`src/rtl/multicycle_control.sv`:
```
`default_nettype none
// ============================================================================
// Module   : multicycle_control
// Brief    : Main control FSM for the multi-cycle RV32I datapath. Define
//            PERF_CNT_EN to add cycle/retired-instruction counters.
// Revision : 1.0
// ============================================================================
module multicycle_control #(
    parameter int TIMEOUT = 16,
    parameter int CNT_W   = 32
) (
    input  logic        clk,
    input  logic        rst_n,
    input  logic [31:0] IR,
    input  logic        branch_taken,
    input  logic        mem_ready,
    output logic        mem_req,
    output logic        Mem_Addr_Sel,
    output logic        MemWrite,
    output logic        IR_Write,
    output logic        PC_Write,
    output logic [1:0]  PC_Src,
    output logic [2:0]  SE_Control,
    output logic [1:0]  ALU_SrcA,
    output logic        ALU_SrcB,
    output logic [1:0]  ALU_Op,
    output logic        RegWrite,
    output logic [1:0]  WB_Sel,
    output logic        trap,
    output logic [1:0]  trap_cause
`ifdef PERF_CNT_EN
    ,
    output logic [CNT_W-1:0] cycle_cnt,
    output logic [CNT_W-1:0] instret_cnt
`endif
);

    typedef enum logic [2:0] {
        S_FETCH  = 3'd0,
        S_DECODE = 3'd1,
        S_EXEC   = 3'd2,
        S_MEM    = 3'd3,
        S_WB     = 3'd4,
        S_TRAP   = 3'd5
    } state_t;

    localparam logic [6:0] c_op_r      = 7'b0110011;
    localparam logic [6:0] c_op_imm    = 7'b0010011;
    localparam logic [6:0] c_op_load   = 7'b0000011;
    localparam logic [6:0] c_op_store  = 7'b0100011;
    localparam logic [6:0] c_op_branch = 7'b1100011;
    localparam logic [6:0] c_op_jal    = 7'b1101111;
    localparam logic [6:0] c_op_jalr   = 7'b1100111;
    localparam logic [6:0] c_op_lui    = 7'b0110111;
    localparam logic [6:0] c_op_auipc  = 7'b0010111;

    localparam int               c_to_w    = $clog2(TIMEOUT);
    localparam logic [c_to_w-1:0] c_to_last = c_to_w'(TIMEOUT - 1);

    state_t            r_state;
    state_t            w_next_state;
    logic [1:0]        r_cause;
    logic [1:0]        w_next_cause;
    logic [c_to_w-1:0] r_to_cnt;

    logic [6:0] w_opcode;
    logic w_is_r, w_is_imm, w_is_load, w_is_store, w_is_branch;
    logic w_is_jal, w_is_jalr, w_is_lui, w_is_auipc, w_illegal;
    logic [2:0] w_se;
    logic w_to_hit;
    logic w_unused_ir;

    assign w_opcode    = IR[6:0];
    assign w_unused_ir = ^IR[31:7];
    assign w_is_r      = (w_opcode == c_op_r);
    assign w_is_imm    = (w_opcode == c_op_imm);
    assign w_is_load   = (w_opcode == c_op_load);
    assign w_is_store  = (w_opcode == c_op_store);
    assign w_is_branch = (w_opcode == c_op_branch);
    assign w_is_jal    = (w_opcode == c_op_jal);
    assign w_is_jalr   = (w_opcode == c_op_jalr);
    assign w_is_lui    = (w_opcode == c_op_lui);
    assign w_is_auipc  = (w_opcode == c_op_auipc);
    assign w_illegal   = !(w_is_r || w_is_imm || w_is_load || w_is_store || w_is_branch ||
                           w_is_jal || w_is_jalr || w_is_lui || w_is_auipc);

    assign w_se = w_is_store               ? 3'd1 :
                  w_is_branch              ? 3'd2 :
                  (w_is_lui || w_is_auipc) ? 3'd3 :
                  w_is_jal                 ? 3'd4 : 3'd0;

    // Ready on the last allowed cycle takes priority over the timeout trap.
    assign w_to_hit = (r_to_cnt == c_to_last) && !mem_ready;

    always_ff @(posedge clk) begin
        if (!rst_n) begin
            r_state  <= S_FETCH;
            r_cause  <= 2'd0;
            r_to_cnt <= '0;
        end else begin
            r_state <= w_next_state;
            r_cause <= w_next_cause;
            if ((r_state == S_FETCH || r_state == S_MEM) && !mem_ready &&
                (w_next_state == r_state))
                r_to_cnt <= r_to_cnt + 1'b1;
            else
                r_to_cnt <= '0;
        end
    end

    always_comb begin
        w_next_state = r_state;
        w_next_cause = r_cause;
        mem_req      = 1'b0;
        Mem_Addr_Sel = 1'b0;
        MemWrite     = 1'b0;
        IR_Write     = 1'b0;
        PC_Write     = 1'b0;
        PC_Src       = 2'd0;
        SE_Control   = 3'd0;
        ALU_SrcA     = 2'd0;
        ALU_SrcB     = 1'b0;
        ALU_Op       = 2'd0;
        RegWrite     = 1'b0;
        WB_Sel       = 2'd0;

        case (r_state)
            S_FETCH: begin
                mem_req = 1'b1;
                if (mem_ready) begin
                    IR_Write     = 1'b1;
                    w_next_state = S_DECODE;
                end else if (w_to_hit) begin
                    w_next_state = S_TRAP;
                    w_next_cause = 2'd2;
                end
            end
            S_DECODE: begin
                if (w_illegal) begin
                    w_next_state = S_TRAP;
                    w_next_cause = 2'd1;
                end else begin
                    w_next_state = S_EXEC;
                end
            end
            S_EXEC: begin
                ALU_SrcB = !(w_is_r || w_is_branch);
                ALU_SrcA = (w_is_jal || w_is_auipc) ? 2'd1 :
                           w_is_lui                 ? 2'd2 : 2'd0;
                ALU_Op   = (w_is_r || w_is_imm) ? 2'd2 :
                           w_is_branch          ? 2'd1 : 2'd0;
                if (w_is_branch) begin
                    PC_Write     = 1'b1;
                    PC_Src       = branch_taken ? 2'd2 : 2'd0;
                    w_next_state = S_FETCH;
                end else if (w_is_load || w_is_store) begin
                    w_next_state = S_MEM;
                end else begin
                    w_next_state = S_WB;
                end
            end
            S_MEM: begin
                mem_req      = 1'b1;
                Mem_Addr_Sel = 1'b1;
                MemWrite     = w_is_store;
                if (mem_ready) begin
                    if (w_is_store) begin
                        PC_Write     = 1'b1;
                        w_next_state = S_FETCH;
                    end else begin
                        w_next_state = S_WB;
                    end
                end else if (w_to_hit) begin
                    w_next_state = S_TRAP;
                    w_next_cause = 2'd2;
                end
            end
            S_WB: begin
                RegWrite     = 1'b1;
                PC_Write     = 1'b1;
                WB_Sel       = w_is_load ? 2'd1 : (w_is_jal || w_is_jalr) ? 2'd2 : 2'd0;
                PC_Src       = (w_is_jal || w_is_jalr) ? 2'd1 : 2'd0;
                w_next_state = S_FETCH;
            end
            S_TRAP: begin
                w_next_state = S_TRAP;
            end
            default: begin
                w_next_state = S_FETCH;
            end
        endcase

        if (r_state != S_FETCH && r_state != S_TRAP)
            SE_Control = w_se;

        // Reset is synchronous, so strobes must be masked combinationally while it is held.
        if (!rst_n) begin
            mem_req      = 1'b0;
            Mem_Addr_Sel = 1'b0;
            MemWrite     = 1'b0;
            IR_Write     = 1'b0;
            PC_Write     = 1'b0;
            PC_Src       = 2'd0;
            SE_Control   = 3'd0;
            ALU_SrcA     = 2'd0;
            ALU_SrcB     = 1'b0;
            ALU_Op       = 2'd0;
            RegWrite     = 1'b0;
            WB_Sel       = 2'd0;
        end
    end

    assign trap       = rst_n && (r_state == S_TRAP);
    assign trap_cause = rst_n ? r_cause : 2'd0;

`ifdef PERF_CNT_EN
    logic [CNT_W-1:0] r_cycle_cnt;
    logic [CNT_W-1:0] r_instret_cnt;

    always_ff @(posedge clk) begin
        if (!rst_n) begin
            r_cycle_cnt   <= '0;
            r_instret_cnt <= '0;
        end else begin
            if (r_state != S_TRAP)
                r_cycle_cnt <= r_cycle_cnt + 1'b1;
            if (PC_Write)
                r_instret_cnt <= r_instret_cnt + 1'b1;
        end
    end

    assign cycle_cnt   = rst_n ? r_cycle_cnt   : '0;
    assign instret_cnt = rst_n ? r_instret_cnt : '0;
`else
    logic [CNT_W-1:0] w_unused_cnt_w;
    assign w_unused_cnt_w = '0;
`endif

endmodule
`default_nettype wire

```
`config.mk`:
```
export PLATFORM = sky130hd
export DESIGN_NAME = multicycle_control
export DESIGN_NICKNAME = d
export VERILOG_FILES = /design/src/rtl/multicycle_control.sv
export SDC_FILE = /design/constraint.sdc
export NUM_CORES = 1
export LEC_CHECK = 0
export ABC_AREA = 1
export ABC_CLOCK_PERIOD_IN_PS = 3400
export CORE_AREA = 2 2 51 53
export DETAILED_ROUTE_END_ITERATION = 7
export DIE_AREA = 0 0 53 55
export PLACE_DENSITY = 0.81
export SYNTH_ARGS = -nofsm -noshare
export SYNTH_HDL_FRONTEND = slang
export SYNTH_SLANG_ARGS = --single-unit
```
`constraint.sdc`:
```
create_clock -name clk -period 3.4 [get_ports clk]
set_clock_uncertainty 0.1 [all_clocks]
set_input_delay 0.68 -clock clk [delete_from_list [all_inputs] [get_ports clk]]
set_output_delay 0.68 -clock clk [all_outputs]
set_load 0.01 [all_outputs]
```
==> results by stage <==
Power:
- IR analysis of the VDD net gives a maximum drop of 299 µV.
- The portion of total power attributed to sequential cells is 33.8%.
- In this run switching power makes up 38.3% of total power.
- Summed over all nets, the switching power comes to 0.152 mW.
- Internal power comes to 0.245 mW.
- The analysis attributes to cell leakage a power of 0.557 nW.
- The clock share of power is 19.5%.
- The part of the total power dissipated in combinational logic is 46.7%.
- The total power density per cell area is 320 nW/µm².

Floorplanning:
- The floorplan has 18 rows.
- The region available for standard cell placement spans 2360 µm².
- The initial core utilization is 36.1%.
- The floorplan step set the die width to 53 µm.
- The die covers 2920 µm².
- During I/O placement, the number of pins put on the boundary was 57.
- The height of the die is 55 µm.

Timing:
- The worst hold slack is 0.365 ns.
- For this run, the top clock speed supported by timing is 309 MHz.
- Setup repair after global routing left no endpoint under its margin.
- The worst path in the final design needs a cycle of 3.24 ns, including I/O delays and setup.
- At the pin with the least slew margin, the transition time is 0.252 ns.
- The count of final hold-check violations is 0.
- The final count of pins violating max slew is 0.
- Summed over all failing endpoints, the final setup total negative slack is 0 ns.
- The relative slew slack is 83.1%.
- The final critical path takes up 95.3% of the cycle.
- Setup violations remaining at the end of the flow were counted as 0.

Logic synthesis:
- The cell area after synthesis is 853 µm².
- The number of nets in the synthesized netlist is 175.
- The most frequently used flop master after synthesis is sky130_fd_sc_hd__dfxtp_1.
- The proportion of synthesized chip area in sequential cells is 21.1%.
- In the synthesized netlist the async set-or-reset flop fraction comes to 0%.
- Yosys printed 0 warnings.
- Averaged over all synthesized cells, the footprint is 6.18 µm².
- The synthesized design contains 0 enable-type register cells.
- In this run, synthesis produced a sequential element count of 9.
- The number of instances in the synthesized netlist is 138.
- After synthesis, the netlist uses 26 different library cells.

Clocking:
- The number of buffers on the longest clock path is 2.
- Counting every sink on the clock net gives 9.
- The count of H-tree levels built during CTS is 1.
- The clock tree from TritonCTS is built.
- The clock reaches the later pin of the worst-skew pair after 0.25 ns.
- The clock transition at the register clock pins on the worst setup and hold paths after CTS is 0.06 ns.
- The number of clock buffers inserted by TritonCTS is 3.
- In this run the clock root is driven by a sky130_fd_sc_hd__clkbuf_4.

Drt:
- For this block, the via count after detailed routing is 915.
- The count of nets left with antenna violations after detail routing is 0.
- The first-pass iteration count of the detailed router is 4.
- The per-cell routed wire length is 10.0 µm.
- After detailed routing, the number of remaining DRC violations is 0.
- The count of routing violations after the opening detailed-route iteration is 12.
- The wire length reported by the detailed router is 2050 µm.
- Using the TritonRoute via totals, the vias-per-cell ratio works out to 4.49.

Global routing:
- The residual overflow from global routing is 0.
- The maximum number of pins on one net before global-route repair is 8.
- The first global-routing pass estimated 3220 µm of wire.
- The initial antenna violation count was 0.
- The number of global-route vias before repair is 790.
- For this run, the total global-route usage over all layers was measured as 14.8%.

Finish:
- Relative to the synthesized area, the layout overhead comes to 45.5%.
- The final instance count without filler cells is 204.
- The number of inserted filler cells in the final layout is 244.
- Of the cells placed in the final design, the portion with a size suffix greater than 1 is 26.4%.
- The final layout contains 212 nets.
- The number of antenna diodes in the final layout is 0.

Job:
- Max-cap violations in this run came to 0.

Setup path:
- Along the worst path, the maximum fanout reaches 5.
- The required time at the worst-slack endpoint is 2.62 ns.
- The type of the worst setup path is in -> out.
- STA classifies the critical path startpoint as an input port.
- The endpoint kind of the worst setup timing path is a primary output.
- The data arrival time of the critical path is 2.46 ns.
- For the worst flop-to-flop path, the logic depth is 9.

Hold path:
- The path category of the worst min-delay check is reg -> reg.
- Counting instances, the worst hold path has a depth of 1.

Placed design:
- The total of buffers placed on input and output ports is 31.
- The HPWL after detailed placement is 1790 µm.
- The global placer's final weighted congestion is 0.854.
- Once placement completed, the tool counted placed cells totaling 200.

Status:
- The run finished with clean final reports.
## what timing repair did
item | 4_1_cts | 5_1_grt
setup endpoints to repair | 0 | 1
buffers inserted | 0 | 0
resized for setup | 0 | 1
hold buffers | 0 | 0
## state kept, by name (all words and copies together), names as in the netlist
| name | flops |
|---|---|
| r_cause | 2 |
| r_state | 3 |
| r_to_cnt | 4 |
## cells in the mapped netlist, types with 3 or more instances
| library cell | count | area, µm² |
|---|---|---|
| sky130_fd_sc_hd__a21oi_1 | 3 | 15.0 |
| sky130_fd_sc_hd__dfxtp_1 | 9 | 180 |
| sky130_fd_sc_hd__inv_1 | 15 | 56.3 |
| sky130_fd_sc_hd__inv_2 | 10 | 37.5 |
| sky130_fd_sc_hd__nand2_1 | 23 | 86.3 |
| sky130_fd_sc_hd__nand2_2 | 10 | 62.6 |
| sky130_fd_sc_hd__nand3_1 | 9 | 45.0 |
| sky130_fd_sc_hd__nor2_1 | 21 | 78.8 |
| sky130_fd_sc_hd__nor2_2 | 11 | 68.8 |
| sky130_fd_sc_hd__nor2_4 | 4 | 45.0 |
| sky130_fd_sc_hd__nor3_1 | 4 | 20.0 |
## worst paths after layout
kind | startpoint | to | slack [ns]
min | r_to_cnt[0] | r_to_cnt[0] | 0.36
max | IR[5] | PC_Write | 0.16
max reg2reg | r_to_cnt[0] | r_to_cnt[3] | 1.91
min reg2reg | r_to_cnt[0] | r_to_cnt[0] | 0.36
## layer usage
layer	part of all wire (%)	track usage, %
met5	0	0
met4	0.59	5.56
met3	3.6	2.15
met2	52	27.7
met1	44	17.1
## cells by family after synthesis
family | share of synthesized area, %
buf+inv | 11.6
simple gates | 57.0
fa+ha+maj | 1.47
compound gates | 6.74
flops | 21.1
xor+xnor | 2.05
## power by group through the flow
stage / registers, mW / clock network [mW] / logic (mW)
6_report: 0.134 / 0.0773 / 0.185
4_1_cts: 0.134 / 0.0828 / 0.188
3_5_place_dp: 0.136 / 0 / 0.187
3_3_place_gp: 0.136 / 0 / 0.184
2_1_floorplan: 0.135 / 0 / 0.129
5_1_grt: 0.136 / 0.0911 / 0.207
## stage by stage
stage | total power [mW] | cell area [µm²] | utilization, % | setup slack (ns)
floorplan | 0.264 | 853 | - | 1.07
global placement | 0.320 | 1210 | 51.2 | 0.0864
detailed placement | 0.323 | 1210 | 51.2 | 0.0904
CTS | 0.405 | 1240 | 52.4 | 0.0805
global route | 0.434 | 1240 | 52.5 | 0.0692
finish | 0.397 | 1240 | 52.5 | 0.160
## layout make-up
cell class | instances | area, µm² | share of cell area, %
timing repair buffer | 33 | 328 | 26.4
sequential | 9 | 180 | 14.5
tap | 30 | 37.5 | 3.02
clock buffer | 3 | 22.5 | 1.81
multi-input combinational | 103 | 574 | 46.3
clock inverter | 1 | 5.00 | 0.403
inverter | 25 | 93.8 | 7.56
## cell usage in the layout (no fill, tap or decap), drive strengths merged, types with 3 or more instances in the layout
cell,synthesis,layout
o21ai,3,3
nor3,4,4
inv,25,25
clkbuf,0,3
dfxtp,9,9
clkdlybuf4s50,0,30
nand3,12,12
nand2,35,35
a21oi,3,3
nor2,36,36
## critical path, stage by stage
cell and delay (ns):
sky130_fd_sc_hd__clkdlybuf4s50_1 0.56, sky130_fd_sc_hd__nand2_2 0.11, sky130_fd_sc_hd__nor2_2 0.10, sky130_fd_sc_hd__nand2_2 0.09, sky130_fd_sc_hd__nor3_1 0.22, sky130_fd_sc_hd__nand2_1 0.09
sky130_fd_sc_hd__nand3_1 0.07, sky130_fd_sc_hd__clkdlybuf4s50_1 0.53
Power figures use the tool's default switching activity.
